===== src/rtl/mem_lsu_pkg.sv =====
// Shared load/store definitions: aluop encodings, LSU FSM states, big-endian byte-lane selects.
// Reused by the execute stage so both sides agree on the memory-op encodings.
package mem_lsu_pkg;

  localparam logic [7:0] OpLb  = 8'hE0;
  localparam logic [7:0] OpLh  = 8'hE1;
  localparam logic [7:0] OpLwl = 8'hE2;
  localparam logic [7:0] OpLw  = 8'hE3;
  localparam logic [7:0] OpLbu = 8'hE4;
  localparam logic [7:0] OpLhu = 8'hE5;
  localparam logic [7:0] OpLwr = 8'hE6;
  localparam logic [7:0] OpSb  = 8'hE8;
  localparam logic [7:0] OpSh  = 8'hE9;
  localparam logic [7:0] OpSwl = 8'hEA;
  localparam logic [7:0] OpSw  = 8'hEB;
  localparam logic [7:0] OpSwr = 8'hEE;

  // Lane select bit 3 addresses byte 0 (bits [31:24]) of the word.
  localparam logic [3:0] SelNone = 4'b0000;
  localparam logic [3:0] SelB0   = 4'b1000;
  localparam logic [3:0] SelH0   = 4'b1100;
  localparam logic [3:0] SelH1   = 4'b0011;
  localparam logic [3:0] SelW    = 4'b1111;

  typedef enum logic [1:0] {
    StIdle = 2'd0,
    StWait = 2'd1,
    StDone = 2'd2
  } lsu_state_e;

  function automatic logic is_load(input logic [7:0] op);
    return op inside {OpLb, OpLbu, OpLh, OpLhu, OpLw, OpLwl, OpLwr};
  endfunction

  function automatic logic is_store(input logic [7:0] op);
    return op inside {OpSb, OpSh, OpSw, OpSwl, OpSwr};
  endfunction

  function automatic logic is_misaligned(input logic [7:0] op, input logic [1:0] lo);
    return ((op inside {OpLh, OpLhu, OpSh}) && lo[0]) ||
           ((op inside {OpLw, OpSw}) && (lo != 2'b00));
  endfunction

endpackage


===== src/rtl/mem_lsu_fmt.sv =====
// Byte-lane formatter: lane selects and store data alignment, plus load extraction/extension
// and LWL/LWR merging, all big-endian. Purely combinational.
module mem_lsu_fmt
  import mem_lsu_pkg::*;
(
  input  logic [7:0]  aluop_i,
  input  logic [1:0]  addr_lo_i,
  input  logic [31:0] reg2_i,
  input  logic [31:0] rdata_i,
  output logic [3:0]  sel_o,
  output logic [31:0] wdata_o,
  output logic [31:0] rdata_o
);

  logic [1:0]  w_lo;
  logic [7:0]  w_byte;
  logic [15:0] w_half;

  // Halfword and word accesses ignore the low address bits they cannot use.
  always_comb begin
    w_lo = addr_lo_i;
    if (aluop_i inside {OpLh, OpLhu, OpSh}) begin
      w_lo[0] = 1'b0;
    end else if (aluop_i inside {OpLw, OpSw}) begin
      w_lo = 2'b00;
    end
    w_byte = rdata_i[{~w_lo, 3'b000} +: 8];
    w_half = w_lo[1] ? rdata_i[15:0] : rdata_i[31:16];
  end

  always_comb begin
    sel_o   = SelNone;
    wdata_o = '0;
    rdata_o = '0;
    case (aluop_i)
      OpLb:  begin sel_o = SelB0 >> w_lo; rdata_o = {{24{w_byte[7]}}, w_byte}; end
      OpLbu: begin sel_o = SelB0 >> w_lo; rdata_o = {24'h0, w_byte}; end
      OpLh:  begin sel_o = w_lo[1] ? SelH1 : SelH0; rdata_o = {{16{w_half[15]}}, w_half}; end
      OpLhu: begin sel_o = w_lo[1] ? SelH1 : SelH0; rdata_o = {16'h0, w_half}; end
      OpLw:  begin sel_o = SelW; rdata_o = rdata_i; end
      OpLwl: begin
        sel_o   = SelW;
        rdata_o = (rdata_i << {w_lo, 3'b000}) |
                  (reg2_i & ~(32'hFFFF_FFFF << {w_lo, 3'b000}));
      end
      OpLwr: begin
        sel_o   = SelW;
        rdata_o = (rdata_i >> {~w_lo, 3'b000}) |
                  (reg2_i & ~(32'hFFFF_FFFF >> {~w_lo, 3'b000}));
      end
      OpSb:  begin sel_o = SelB0 >> w_lo; wdata_o = {4{reg2_i[7:0]}}; end
      OpSh:  begin sel_o = w_lo[1] ? SelH1 : SelH0; wdata_o = {2{reg2_i[15:0]}}; end
      OpSw:  begin sel_o = SelW; wdata_o = reg2_i; end
      OpSwl: begin sel_o = SelW >> w_lo; wdata_o = reg2_i >> {w_lo, 3'b000}; end
      OpSwr: begin sel_o = SelW << ~w_lo; wdata_o = reg2_i << {~w_lo, 3'b000}; end
      default: ;
    endcase
  end

endmodule


===== src/rtl/mem_lsu.sv =====
// Memory-stage load/store unit: IDLE/WAIT/DONE bus handshake with timeout and stall.
// Define MEM_LSU_ALIGN_EXC_EN to trap misaligned LH/LHU/LW/SH/SW instead of force-aligning them.
module mem_lsu
  import mem_lsu_pkg::*;
#(
  parameter int unsigned TIMEOUT_CYC = 64,
  parameter int unsigned TMR_W       = 7
) (
  input  logic        clk,
  input  logic        rst,
  input  logic        wreg_i,
  input  logic [4:0]  wd_i,
  input  logic [31:0] wdata_i,
  input  logic        whilo_i,
  input  logic [31:0] hi_i,
  input  logic [31:0] lo_i,
  input  logic [7:0]  aluop_i,
  input  logic [31:0] mem_addr_i,
  input  logic [31:0] reg2_i,
  output logic        wreg_o,
  output logic [4:0]  wd_o,
  output logic [31:0] wdata_o,
  output logic        whilo_o,
  output logic [31:0] hi_o,
  output logic [31:0] lo_o,
  output logic        bus_req_o,
  output logic        bus_we_o,
  output logic [31:0] bus_addr_o,
  output logic [3:0]  bus_sel_o,
  output logic [31:0] bus_wdata_o,
  input  logic [31:0] bus_rdata_i,
  input  logic        bus_ack_i,
  output logic        stall_req_o,
  output logic        exc_adel_o,
  output logic        exc_ades_o,
  output logic        bus_err_o
);

  lsu_state_e r_state;
  logic [TMR_W-1:0] r_cnt;
  logic        r_we, r_load, r_err;
  logic [31:0] r_addr, r_wdata, r_result;
  logic [3:0]  r_sel;

  logic        w_is_load, w_is_store, w_misal, w_start, w_timeout;
  logic [3:0]  w_sel;
  logic [31:0] w_wdata, w_rdata_fmt, w_addr, w_bus_wdata;
  logic [TMR_W-1:0] w_cnt_nxt;

  assign w_is_load  = is_load(aluop_i);
  assign w_is_store = is_store(aluop_i);
`ifdef MEM_LSU_ALIGN_EXC_EN
  assign w_misal = is_misaligned(aluop_i, mem_addr_i[1:0]);
`else
  assign w_misal = 1'b0;
`endif
  assign w_start     = (r_state == StIdle) && (w_is_load || w_is_store) && !w_misal;
  assign w_addr      = {mem_addr_i[31:2], 2'b00};
  assign w_bus_wdata = w_is_store ? w_wdata : '0;
  assign w_cnt_nxt   = r_cnt + 1'b1;
  assign w_timeout   = (w_cnt_nxt == TMR_W'(TIMEOUT_CYC));

  mem_lsu_fmt u_fmt (
    .aluop_i   (aluop_i),
    .addr_lo_i (mem_addr_i[1:0]),
    .reg2_i    (reg2_i),
    .rdata_i   (bus_rdata_i),
    .sel_o     (w_sel),
    .wdata_o   (w_wdata),
    .rdata_o   (w_rdata_fmt)
  );

  always_ff @(posedge clk or posedge rst) begin
    if (rst) begin
      r_state  <= StIdle;
      r_cnt    <= '0;
      r_we     <= 1'b0;
      r_load   <= 1'b0;
      r_err    <= 1'b0;
      r_addr   <= '0;
      r_sel    <= SelNone;
      r_wdata  <= '0;
      r_result <= '0;
    end else begin
      case (r_state)
        StIdle: begin
          if (w_start) begin
            r_state  <= StWait;
            r_cnt    <= '0;
            r_we     <= w_is_store;
            r_load   <= w_is_load;
            r_err    <= 1'b0;
            r_addr   <= w_addr;
            r_sel    <= w_sel;
            r_wdata  <= w_bus_wdata;
            r_result <= '0;
          end
        end
        StWait: begin
          r_cnt <= w_cnt_nxt;
          // Ack takes priority over a timeout landing in the same cycle.
          if (bus_ack_i) begin
            r_state  <= StDone;
            r_result <= r_load ? w_rdata_fmt : '0;
          end else if (w_timeout) begin
            r_state <= StDone;
            r_err   <= 1'b1;
          end
        end
        StDone: begin
          r_state <= StIdle;
          r_err   <= 1'b0;
        end
        default: r_state <= StIdle;
      endcase
    end
  end

  always_comb begin
    wreg_o      = wreg_i;
    wd_o        = wd_i;
    wdata_o     = wdata_i;
    whilo_o     = whilo_i;
    hi_o        = hi_i;
    lo_o        = lo_i;
    bus_req_o   = 1'b0;
    bus_we_o    = 1'b0;
    bus_addr_o  = '0;
    bus_sel_o   = SelNone;
    bus_wdata_o = '0;
    stall_req_o = 1'b0;
    exc_adel_o  = 1'b0;
    exc_ades_o  = 1'b0;
    bus_err_o   = 1'b0;
    case (r_state)
      StIdle: begin
        if (w_is_load || w_is_store) begin
          wreg_o  = 1'b0;
          wdata_o = '0;
          if (w_misal) begin
            exc_adel_o = w_is_load;
            exc_ades_o = w_is_store;
          end else begin
            bus_req_o   = 1'b1;
            bus_we_o    = w_is_store;
            bus_addr_o  = w_addr;
            bus_sel_o   = w_sel;
            bus_wdata_o = w_bus_wdata;
            stall_req_o = 1'b1;
          end
        end
      end
      StWait: begin
        wreg_o      = 1'b0;
        wdata_o     = '0;
        bus_req_o   = 1'b1;
        bus_we_o    = r_we;
        bus_addr_o  = r_addr;
        bus_sel_o   = r_sel;
        bus_wdata_o = r_wdata;
        stall_req_o = 1'b1;
      end
      StDone: begin
        wreg_o    = r_load && wreg_i && !r_err;
        wdata_o   = r_result;
        bus_err_o = r_err;
      end
      default: ;
    endcase
    if (rst) begin
      wreg_o      = 1'b0;
      wd_o        = '0;
      wdata_o     = '0;
      whilo_o     = 1'b0;
      hi_o        = '0;
      lo_o        = '0;
      bus_req_o   = 1'b0;
      bus_we_o    = 1'b0;
      bus_addr_o  = '0;
      bus_sel_o   = SelNone;
      bus_wdata_o = '0;
      stall_req_o = 1'b0;
      exc_adel_o  = 1'b0;
      exc_ades_o  = 1'b0;
      bus_err_o   = 1'b0;
    end
  end

endmodule


===== config.mk =====
export PLATFORM = sky130hd
export DESIGN_NAME = mem_lsu
export DESIGN_NICKNAME = d
export VERILOG_FILES = /design/src/rtl/mem_lsu_pkg.sv /design/src/rtl/mem_lsu_fmt.sv /design/src/rtl/mem_lsu.sv
export SDC_FILE = /design/constraint.sdc
export NUM_CORES = 1
export LEC_CHECK = 0
export BUFFER_PORTS_ARGS = -buffer_cell sky130_fd_sc_hd__buf_2
export CORE_AREA = 2 2 152 154
export DETAILED_ROUTE_END_ITERATION = 7
export DIE_AREA = 0 0 154 156
export PLACE_DENSITY = 0.82
export REMOVE_ABC_BUFFERS = 1
export SLEW_MARGIN = 15
export SYNTH_ARGS = -nofsm -noshare
export SYNTH_HDL_FRONTEND = slang
export SYNTH_HIERARCHICAL = 1
export SYNTH_SLANG_ARGS = --single-unit

===== constraint.sdc =====
create_clock -name clk -period 5.3 [get_ports clk]
set_input_delay 0.265 -clock clk [delete_from_list [all_inputs] [get_ports clk]]
set_output_delay 0.265 -clock clk [all_outputs]
set_load 0.005 [all_outputs]

# Word-level counts from Yosys, hierarchy flattened
# Cells that the tools add are included.
[classes] n_addsub=1 mul=0 div=0 n_lt_le_gt_ge=0 eq_ne=20 shifts=10 n_mux=50 n_bitwise=7 reduce_logical=20
[op_table] cell="32-bit two-way mux" count=12
[op_table] cell="32-bit case mux with 7 select lines" count=1
[op_table] cell="32-bit case mux with 2 select lines" count=3
[op_table] cell="32-bit case mux with 5 select lines" count=1
[op_table] cell="8-bit == test, second input constant" count=12
[op_table] cell="32-bit case mux with 3 select lines" count=1
[op_table] cell="32-bit bitwise AND" count=2
[op_table] cell="32-bit inverter" count=2
[op_table] cell="32-bit bitwise OR" count=2
[op_table] cell="32-bit by 5-bit << shifter with 32-bit output" count=2
[op_table] cell="32-bit by 5-bit right shift with 32-bit output" count=2
[op_table] cell="32-bit by 6-bit variable part select with 8-bit output" count=1
[op_table] cell="32-bit by 5-bit << shifter with 32-bit output, first input constant" count=1
[op_table] cell="32-bit by 5-bit right shift with 32-bit output, first input constant" count=1
[op_table] cell="4-bit case mux with 5 select lines" count=1
[op_table] cell="16-bit two-way mux" count=1
[op_table] cell="1-bit two-way mux" count=14
[op_table] cell="7-bit case mux with 2 select lines" count=1
[op_table] cell="4-bit two-way mux" count=3
[op_table] cell="2-bit two-way mux" count=4
[op_table] cell="2-bit inequality test, second input constant" count=4
[op_table] cell="4-bit case mux with 2 select lines" count=1
[op_table] cell="4-bit by 2-bit right shift with 4-bit output, first input constant" count=2
[op_table] cell="7-bit by 1-bit adder with 7-bit output, second input constant" count=1
[op_table] cell="other kinds (24)" count=33
[totals] reg_bits=110 latchBits=0 mem_bits_rw=0 mem_bits_ro=0 inputBits=210 output_inout_bits=177 word_cells=117 mem_count=0

# Depth between registers and ports, before layout
# Gate-level depths: netlist of the first run.
[depth] depth_word=13 ltp_mapped=11 mapped_depth_nobuf=7

# Hierarchy
# Netlist of the first run, hierarchy kept.
[modules_own_cells] module="mem_lsu" n_inst=1 cells_per_inst=793 area_each_um2=6555.0
[modules_own_cells] module="mem_lsu_fmt" n_inst=1 cells_per_inst=471 area_each_um2=3236.9

# Worst setup path before layout of the first run
# OpenSTA, ideal clock, no wires.
[synth_path] path_type="input -> output" from="in rst" to="out bus_wdata_o[10]" arrival_ns=3.306 slack_ns=1.729 path_stages=5 path_cell_list="inv_1 > and2_1 > buf_2 > buf_4 > a22o_1"
[synth_via] elab_chain_len=1
[synth_rtl] item="start: declaration" line_no="mem_lsu.sv:10" rtl="input logic rst,"
[synth_rtl] item="32-bit two-way mux" line_no="mem_lsu.sv:170" rtl="if (rst) begin"
[synth_rtl] item="end: declaration" line_no="mem_lsu.sv:30" rtl="output logic [31:0] bus_wdata_o,"
# No other way between the ends.

# Worst setup path after layout of the first run
[layout_path] from="in aluop_i[0]" to="out bus_wdata_o[19]"
[layout_via] elab_chain_len=11 word_cells_on_any_way=28
[layout_rtl] item="start: declaration" line_no="mem_lsu.sv:17" rtl="input logic [7:0] aluop_i,"
[layout_rtl] item="8-bit == test (on tied branches)" line_no="mem_lsu_fmt.sv:24, mem_lsu_fmt.sv:35"
[layout_rtl] item="2-bit nonzero test" line_no="mem_lsu_fmt.sv:24" rtl="end else if (aluop_i inside {OpLw, OpSw}) begin"
[layout_rtl] item="2-bit two-way mux" line_no="mem_lsu_fmt.sv:24"
[layout_rtl] item="1-bit two-way mux" line_no="mem_lsu_fmt.sv:22" rtl="if (aluop_i inside {OpLh, OpLhu, OpSh}) begin"
[layout_rtl] item="2-bit inverter" line_no="mem_lsu_fmt.sv:55" rtl="OpSwr: begin sel_o = SelW << ~w_lo; wdata_o = reg2_i << {~w_lo, 3'b000}; end"
[layout_rtl] item="32-bit by 5-bit << shifter with 32-bit output" line_no="mem_lsu_fmt.sv:55"
[layout_rtl] item="32-bit case mux with 5 select lines *" line_no="mem_lsu_fmt.sv:35" rtl="case (aluop_i)"
[layout_rtl] item="via w_wdata[19]" line_no="mem_lsu.sv:47" rtl="logic [31:0] w_wdata, w_rdata_fmt, w_addr, w_bus_wdata;"
[layout_rtl] item="32-bit two-way mux *" line_no="mem_lsu.sv:59" rtl="assign w_bus_wdata = w_is_store ? w_wdata : '0;"
[layout_rtl] item="32-bit two-way mux *" line_no="mem_lsu.sv:137" rtl="if (w_is_load || w_is_store) begin"
[layout_rtl] item="32-bit case mux with 2 select lines *" line_no="mem_lsu.sv:135" rtl="case (r_state)"
[layout_rtl] item="32-bit two-way mux *" line_no="mem_lsu.sv:170"
# The timed path passes the listed nets; every way through them passes the cells marked *.

==> impl_metrics.csv, run 1 <==
group,metric,value,unit
synth,syn_area,9790,sq um
sta,clock_skew,9.52,ps
outcome,outcome,"complete, no violations",
synth,ys_ff_latch,110,
sta,fin_crit_sh,0.733,
hold_path,hold_depth,3,
sta,hold_violations,0,
power,p_int,1.55,mW
global_routing,track_usage,0.318,
placed_design,port_buffers,382,
setup_path,end_kind,"output pin",
setup_path,rrSetupSlack,2920,ps
layout,layout.area.seq,2750,sq um
synth,synthAdderAreaFrac,0.00128,
power,p_leak,5.88,nW
sta,tightest_slew,1360,ps
floorplanning,fp.dieW,154,microns
placed_design,placedInstanceArea,11700,sq um
drt,vias,11800,
layout,fin_nets,1768,
sta,min_period,3880,ps
clocking,cts_htree_levels,3,
synth,ys_seq_area_frac,0.281,
setup_path,crit_type,"in -> out",
drt,vias_per_cell,6.37,
floorplanning,core,22400,sq um
setup_path,required,5040,ps
layout,fillers,2171,
floorplanning,pin_count,387,
setup_path,rr_worst_depth,5,
setup_path,cp.arrival,3620,ps
layout,fin_util,0.541,
setup_path,crit_fanout,36,
floorplanning,rows,55,
power,switching_share,0.344,
global_routing,grt_pass1_wl,60800,microns
synth,synth_xor_xnor_area_share,0,
global_routing,grt_start_max_net_pins,97,
synth,synth_compound_area_frac,0.357,
setup_path,crit-reg2reg-launch,"r_state[0]",
sta,rsz0062_at_grt,"false",
clocking,ctsRootBufferMaster,"clkbuf_16",
clocking,clock_sinks,110,
clocking,post-cts-setup-buffer-count,0,
setup_path,timing.rr.end,"r_result[3]",
global_routing,grt_pass1_vias,11300,
drt,firstDrtPassIters,6,
layout,final_common_cell,"buf_2",
synth,synth_top_family_by_area,"compound AO/OA/AOI/OAI gates",
power,p_total,2.36,mW
synth,synthMuxAreaShare,0.0690,
flow_run,maxCapViolations,0,
synth,synthFlopType,"dfrtp_1",
floorplanning,die_h,156,microns
layout,drive_gt1_frac,0.290,
power,power.density,195,nW/um^2
layout,fin_area,12100,sq um
drt,wl_per_cell,21.5,microns
synth,async_reset_ff_frac,1.00,
sta,max_freq,257,MHz
power,ir_worst_vdd,0.000165,V
hold_path,holdCritStartpoint,"mem_addr_i[3]",
clocking,tritoncts,"yes",
clocking,path_clk_slew,90,ps
setup_path,critPathLaunchType,"input port",
drt,drcViolationCount,0,
synth,synth-simple-area-share,0.212,
sta,setup-tns-final,0,ps
drt,antenna_left,0,
floorplanning,initial_core_util,0.438,
clocking,numCtsBuffers,9,
layout,area_delta_synth_final,23.5,%
synth,synth_warnings,6,
layout,fin_cells,1858,
placed_design,dp_hpwl,28800,microns
synth,syn_area_per_cell,7.75,sq um
power,clkPwrFrac,0.323,
drt,drt-total-wl,40000,microns
power,comb_power_share,0.268,
synth,synth-edff-count,0,
drt,drt_iter0_drc,1423,
hold_path,hold_path_class,"in -> reg",
clocking,clockBufferDepth,2,
power,switchingPower,813,uW
synth,synth_cell_types,71,
placed_design,gp_congestion,0.987,
hold_path,min_to,"r_addr[3]",
placed_design,numPlacedInstances,1830,
global_routing,grt-ovfl-total,0,
layout,multi_input_area,6340,sq um
global_routing,antenna_found_initial,13,
floorplanning,dieArea,24000,sq um
clocking,clock_latency,370,ps
layout,mostFrequentLayoutCells,"buf_2, nand2_1, dfrtp_1",
synth,syn_inst,1264,
sta,relSlewSlack,0.0869,
power,seqPwrFrac,0.409,
sta,maxSlewViolCount,0,
sta,setup_viol,0,
[cell type report]
type | instances | area share
clock buffer | 9 | 0.0186
timing repair buffer | 405 | 0.173
tap | 285 | 0.0295
multi-input combinational | 978 | 0.524
clock inverter | 7 | 0.00828
antenna | 11 | 0.00228
sequential | 110 | 0.228
inverter | 53 | 0.0167
[synth_stat cells (all sizes together), types with 6 or more instances]
cell | instances | share of area
o22ai | 11 | 0.0070
a21o | 7 | 0.0054
a22oi | 79 | 0.061
o2111ai | 32 | 0.029
dfrtp | 110 | 0.28
clkbuf | 79 | 0.030
nor2 | 103 | 0.039
inv | 53 | 0.020
a211oi | 9 | 0.0079
a221o | 15 | 0.015
a21oi | 23 | 0.012
nor2b | 75 | 0.048
nand2 | 183 | 0.070
a31oi | 10 | 0.0079
mux2i | 54 | 0.055
nand3 | 31 | 0.016
nor3 | 7 | 0.0036
o2bb2ai | 6 | 0.0054
nand2b | 7 | 0.0045
o211ai | 31 | 0.024
a222oi | 6 | 0.0061
a22o | 96 | 0.086
nand4 | 7 | 0.0045
buf | 47 | 0.028
o21ai | 92 | 0.047
mux2 | 8 | 0.0092
[flip-flops by register name, summed over array words and instances, names as in the netlist]
register	count
r_addr	30
r_cnt	7
r_err	1
r_load	1
r_result	32
r_sel	4
r_state	2
r_wdata	32
r_we	1
[critical path, stage by stage]
cell and delay, ps:
buf_2 630, inv_1 250, o31ai_4 1010, nor2_1 440, a22o_1 350, a221o_1 310
a22o_1 210, buf_2 120
[power groups by stage]
| stage | sequential [mW] | clock [mW] | combinational, mW |
|---|---|---|---|
| final | 0.966 | 0.762 | 0.633 |
| after global routing | 0.977 | 0.811 | 0.695 |
| after CTS | 0.965 | 0.775 | 0.625 |
| after detailed placement | 0.980 | 0 | 0.623 |
| after global placement | 0.976 | 0 | 0.605 |
| after floorplan | 0.981 | 0 | 0.313 |
[how the worst max path moves through the flow]
stage	cells past startpoint	start	slack [ps]	to
after floorplan	6	aluop_i[6]	100	bus_wdata_o[16]
after global placement	8	aluop_i[0]	1670	bus_wdata_o[19]
after detailed placement	8	aluop_i[0]	1570	bus_wdata_o[19]
after CTS	8	aluop_i[0]	1550	bus_wdata_o[19]
after global routing	8	aluop_i[0]	1270	bus_wdata_o[19]
final	8	aluop_i[0]	1420	bus_wdata_o[19]
[cell families after synthesis]
logic type,Yosys count
and+or+nand+nor,446
DFF,110
AOI/OAI and AO/OA,463
adders and majority gates,1
buffers and inverters,179
other,1
muxes,64
[routing by layer]
layer,global-route usage,up-vias,part of all wire
met5,0,-,0.00033
met4,0.177,2,0.046
met3,0.0689,156,0.11
met2,0.538,821,0.49
met1,0.377,5566,0.36
li1,-,5293,-
[what timing repair did]
| action | CTS | global route |
|---|---|---|
| hold buffers | 1 | 0 |
| resized for setup | 0 | 0 |
| endpoints found under the hold margin | 22 | 0 |
| endpoints found under the setup margin | 0 | 0 |
[stage by stage]
| stage | setup slack [ps] | hold WS (ps) |
|---|---|---|
| final | 1420 | 90.5 |
| after CTS | 1550 | 81.8 |
| after detailed placement | 1570 | 353 |
| after floorplan | 101 | 352 |
| after global routing | 1270 | 82.4 |
| after global placement | 1670 | 344 |
Note: power is estimated with default switching activity, not from simulation.
==> run 2, diff against run 1 <==
clock period = 4 ns   (was 5.3 ns; I/O delays follow)
==> impl_metrics.csv, run 2 (synthesis results as in run 1) <==
group,metric,value,unit
drt,drcViolationCount,0,
sta,tightest_slew,1160,ps
clocking,cts_htree_levels,3,
floorplanning,pin_count,387,
power,p_total,3.10,mW
setup_path,end_kind,"output pin",
sta,rsz0062_at_grt,"false",
layout,fin_util,0.543,
layout,layout.area.seq,2750,sq um
sta,max_freq,314,MHz
hold_path,hold_path_class,"in -> reg",
global_routing,grt-ovfl-total,0,
clocking,clock_sinks,110,
clocking,clock_latency,370,ps
sta,relSlewSlack,0.219,
setup_path,rr_worst_depth,4,
setup_path,cp.arrival,2990,ps
setup_path,crit_path_end,"bus_wdata_o[18]",
floorplanning,initial_core_util,0.438,
layout,multi_input_area,6330,sq um
setup_path,rrSetupSlack,1470,ps
setup_path,crit_fanout,21,
sta,holdWs,30.1,ps
drt,drt_iter0_drc,1570,
setup_path,cpPeakStageDelay,680,ps
placed_design,port_buffers,382,
setup_path,critPathMostFrequentCell,"buf_2",
clocking,tritoncts,"yes",
layout,mostFrequentLayoutCells,"buf_2, nand2_1, dfrtp_1",
setup_path,slowest_stage,"o21ai_2",
sta,maxSlewViolCount,0,
power,ir_worst_vdd,0.000189,V
setup_path,required,3800,ps
drt,vias,11900,
drt,wl_per_cell,21.6,microns
clocking,ctsRootBufferMaster,"clkbuf_16",
setup_path,crit_type,"in -> out",
outcome,outcome,"complete, no violations",
setup_path,crit-reg2reg-launch,"r_state[0]",
floorplanning,die_h,156,microns
layout,fin_nets,1778,
sta,clock_skew,12.1,ps
global_routing,grt_pass1_vias,10900,
clocking,numCtsBuffers,9,
setup_path,timing.rr.end,"r_result[25]",
floorplanning,fp.dieW,154,microns
global_routing,grt_pass1_wl,60400,microns
layout,area_delta_synth_final,24.0,%
clocking,clockBufferDepth,2,
clocking,post-cts-setup-buffer-count,0,
setup_path,critPathLaunchType,"input port",
layout,fillers,2132,
drt,drt-total-wl,40100,microns
sta,setup_viol,0,
drt,antenna_left,0,
drt,firstDrtPassIters,7,
sta,fin_crit_sh,0.797,
global_routing,track_usage,0.316,
setup_path,critPathLaunch,"aluop_i[0]",
global_routing,grt_start_max_net_pins,97,
layout,reg.largest.list,"r_result (32), r_wdata (32), r_addr (30)",
flow_run,maxCapViolations,0,
clocking,path_clk_slew,90,ps
floorplanning,rows,55,
placed_design,placedInstanceArea,11800,sq um
floorplanning,dieArea,24000,sq um
sta,min_period,3190,ps
power,p_leak,5.92,nW
placed_design,dp_hpwl,29400,microns
sta,setup-tns-final,0,ps
global_routing,antenna_found_initial,9,
layout,fin_area,12100,sq um
power,power.density,255,nW/um^2
layout,drive_gt1_frac,0.294,
clocking,cts_resized,0,
setup_path,crit_chain,"buf_2 -> nand3b_1 -> buf_4 -> o21ai_2 -> nor2_1 -> o2bb2ai_1 -> a221o_1 -> a22o_1 -> buf_2",
sta,hold_violations,0,
drt,vias_per_cell,6.37,
layout,final_common_cell,"buf_2",
placed_design,gp_congestion,1.01,
floorplanning,core,22400,sq um
clocking,ctsHoldBuffers,1,
==> run 2: changes by cell type in the layout (fill, tap and decap cells not counted), sizes merged <==
| cell | previous run | this run |
|---|---|---|
| bufinv | 1 | 0 |
| clkinvlp | 0 | 1 |
| buf | 404 | 414 |
| diode | 11 | 6 |
| inv | 57 | 56 |
| clkinv | 2 | 3 |
==> run 2: metal layers <==
metal	part of all wire	track usage
met3	0.094	0.0519
met1	0.38	0.398
met5	0.00030	0
met4	0.044	0.139
met2	0.48	0.536
==> run 2: stage by stage <==
stage / std cells / setup slack, ps
2_1_floorplan: 1141 / -1130
3_3_place_gp: 1840 / 990
3_5_place_dp: 1840 / 927
4_1_cts: 1857 / 925
5_1_grt: 1862 / 795
6_report: 1863 / 812
==> run 2: report_power, final <==
group / internal (mW) / switching [mW]
clock: 0.452 / 0.518
sequential: 1.22 / 0.0700
combinational: 0.329 / 0.511
total: 2.00 / 1.10
==> run 2: area by class of cell <==
class                           count  area share
Tap cell                          285      0.0294
Clock inverter                      7     0.00701
Inverter                           53      0.0166
Timing Repair Buffer              415       0.179
Antenna cell                        6     0.00124
Sequential cell                   110       0.227
Clock buffer                        9      0.0185
Multi-Input combinational cell    978       0.521
==> run 2: worst min-delay path by stage <==
stage	startpoint	end	slack, ps	cells after the start
finish	mem_addr_i[27]	r_addr[27]	30	3
global route	mem_addr_i[3]	r_addr[3]	30	3
CTS	mem_addr_i[24]	r_addr[24]	20	3
detailed placement	rst	r_cnt[1]	350	2
global placement	rst	r_cnt[1]	350	2
floorplan	aluop_i[1]	r_load	290	1
==> run 2: critical path: cells and delay by family <==
family	cells	cell delay, ps
AO/OA/AOI/OAI	4	1450
buffers and inverters	3	820
AND/OR/NAND/NOR	2	510
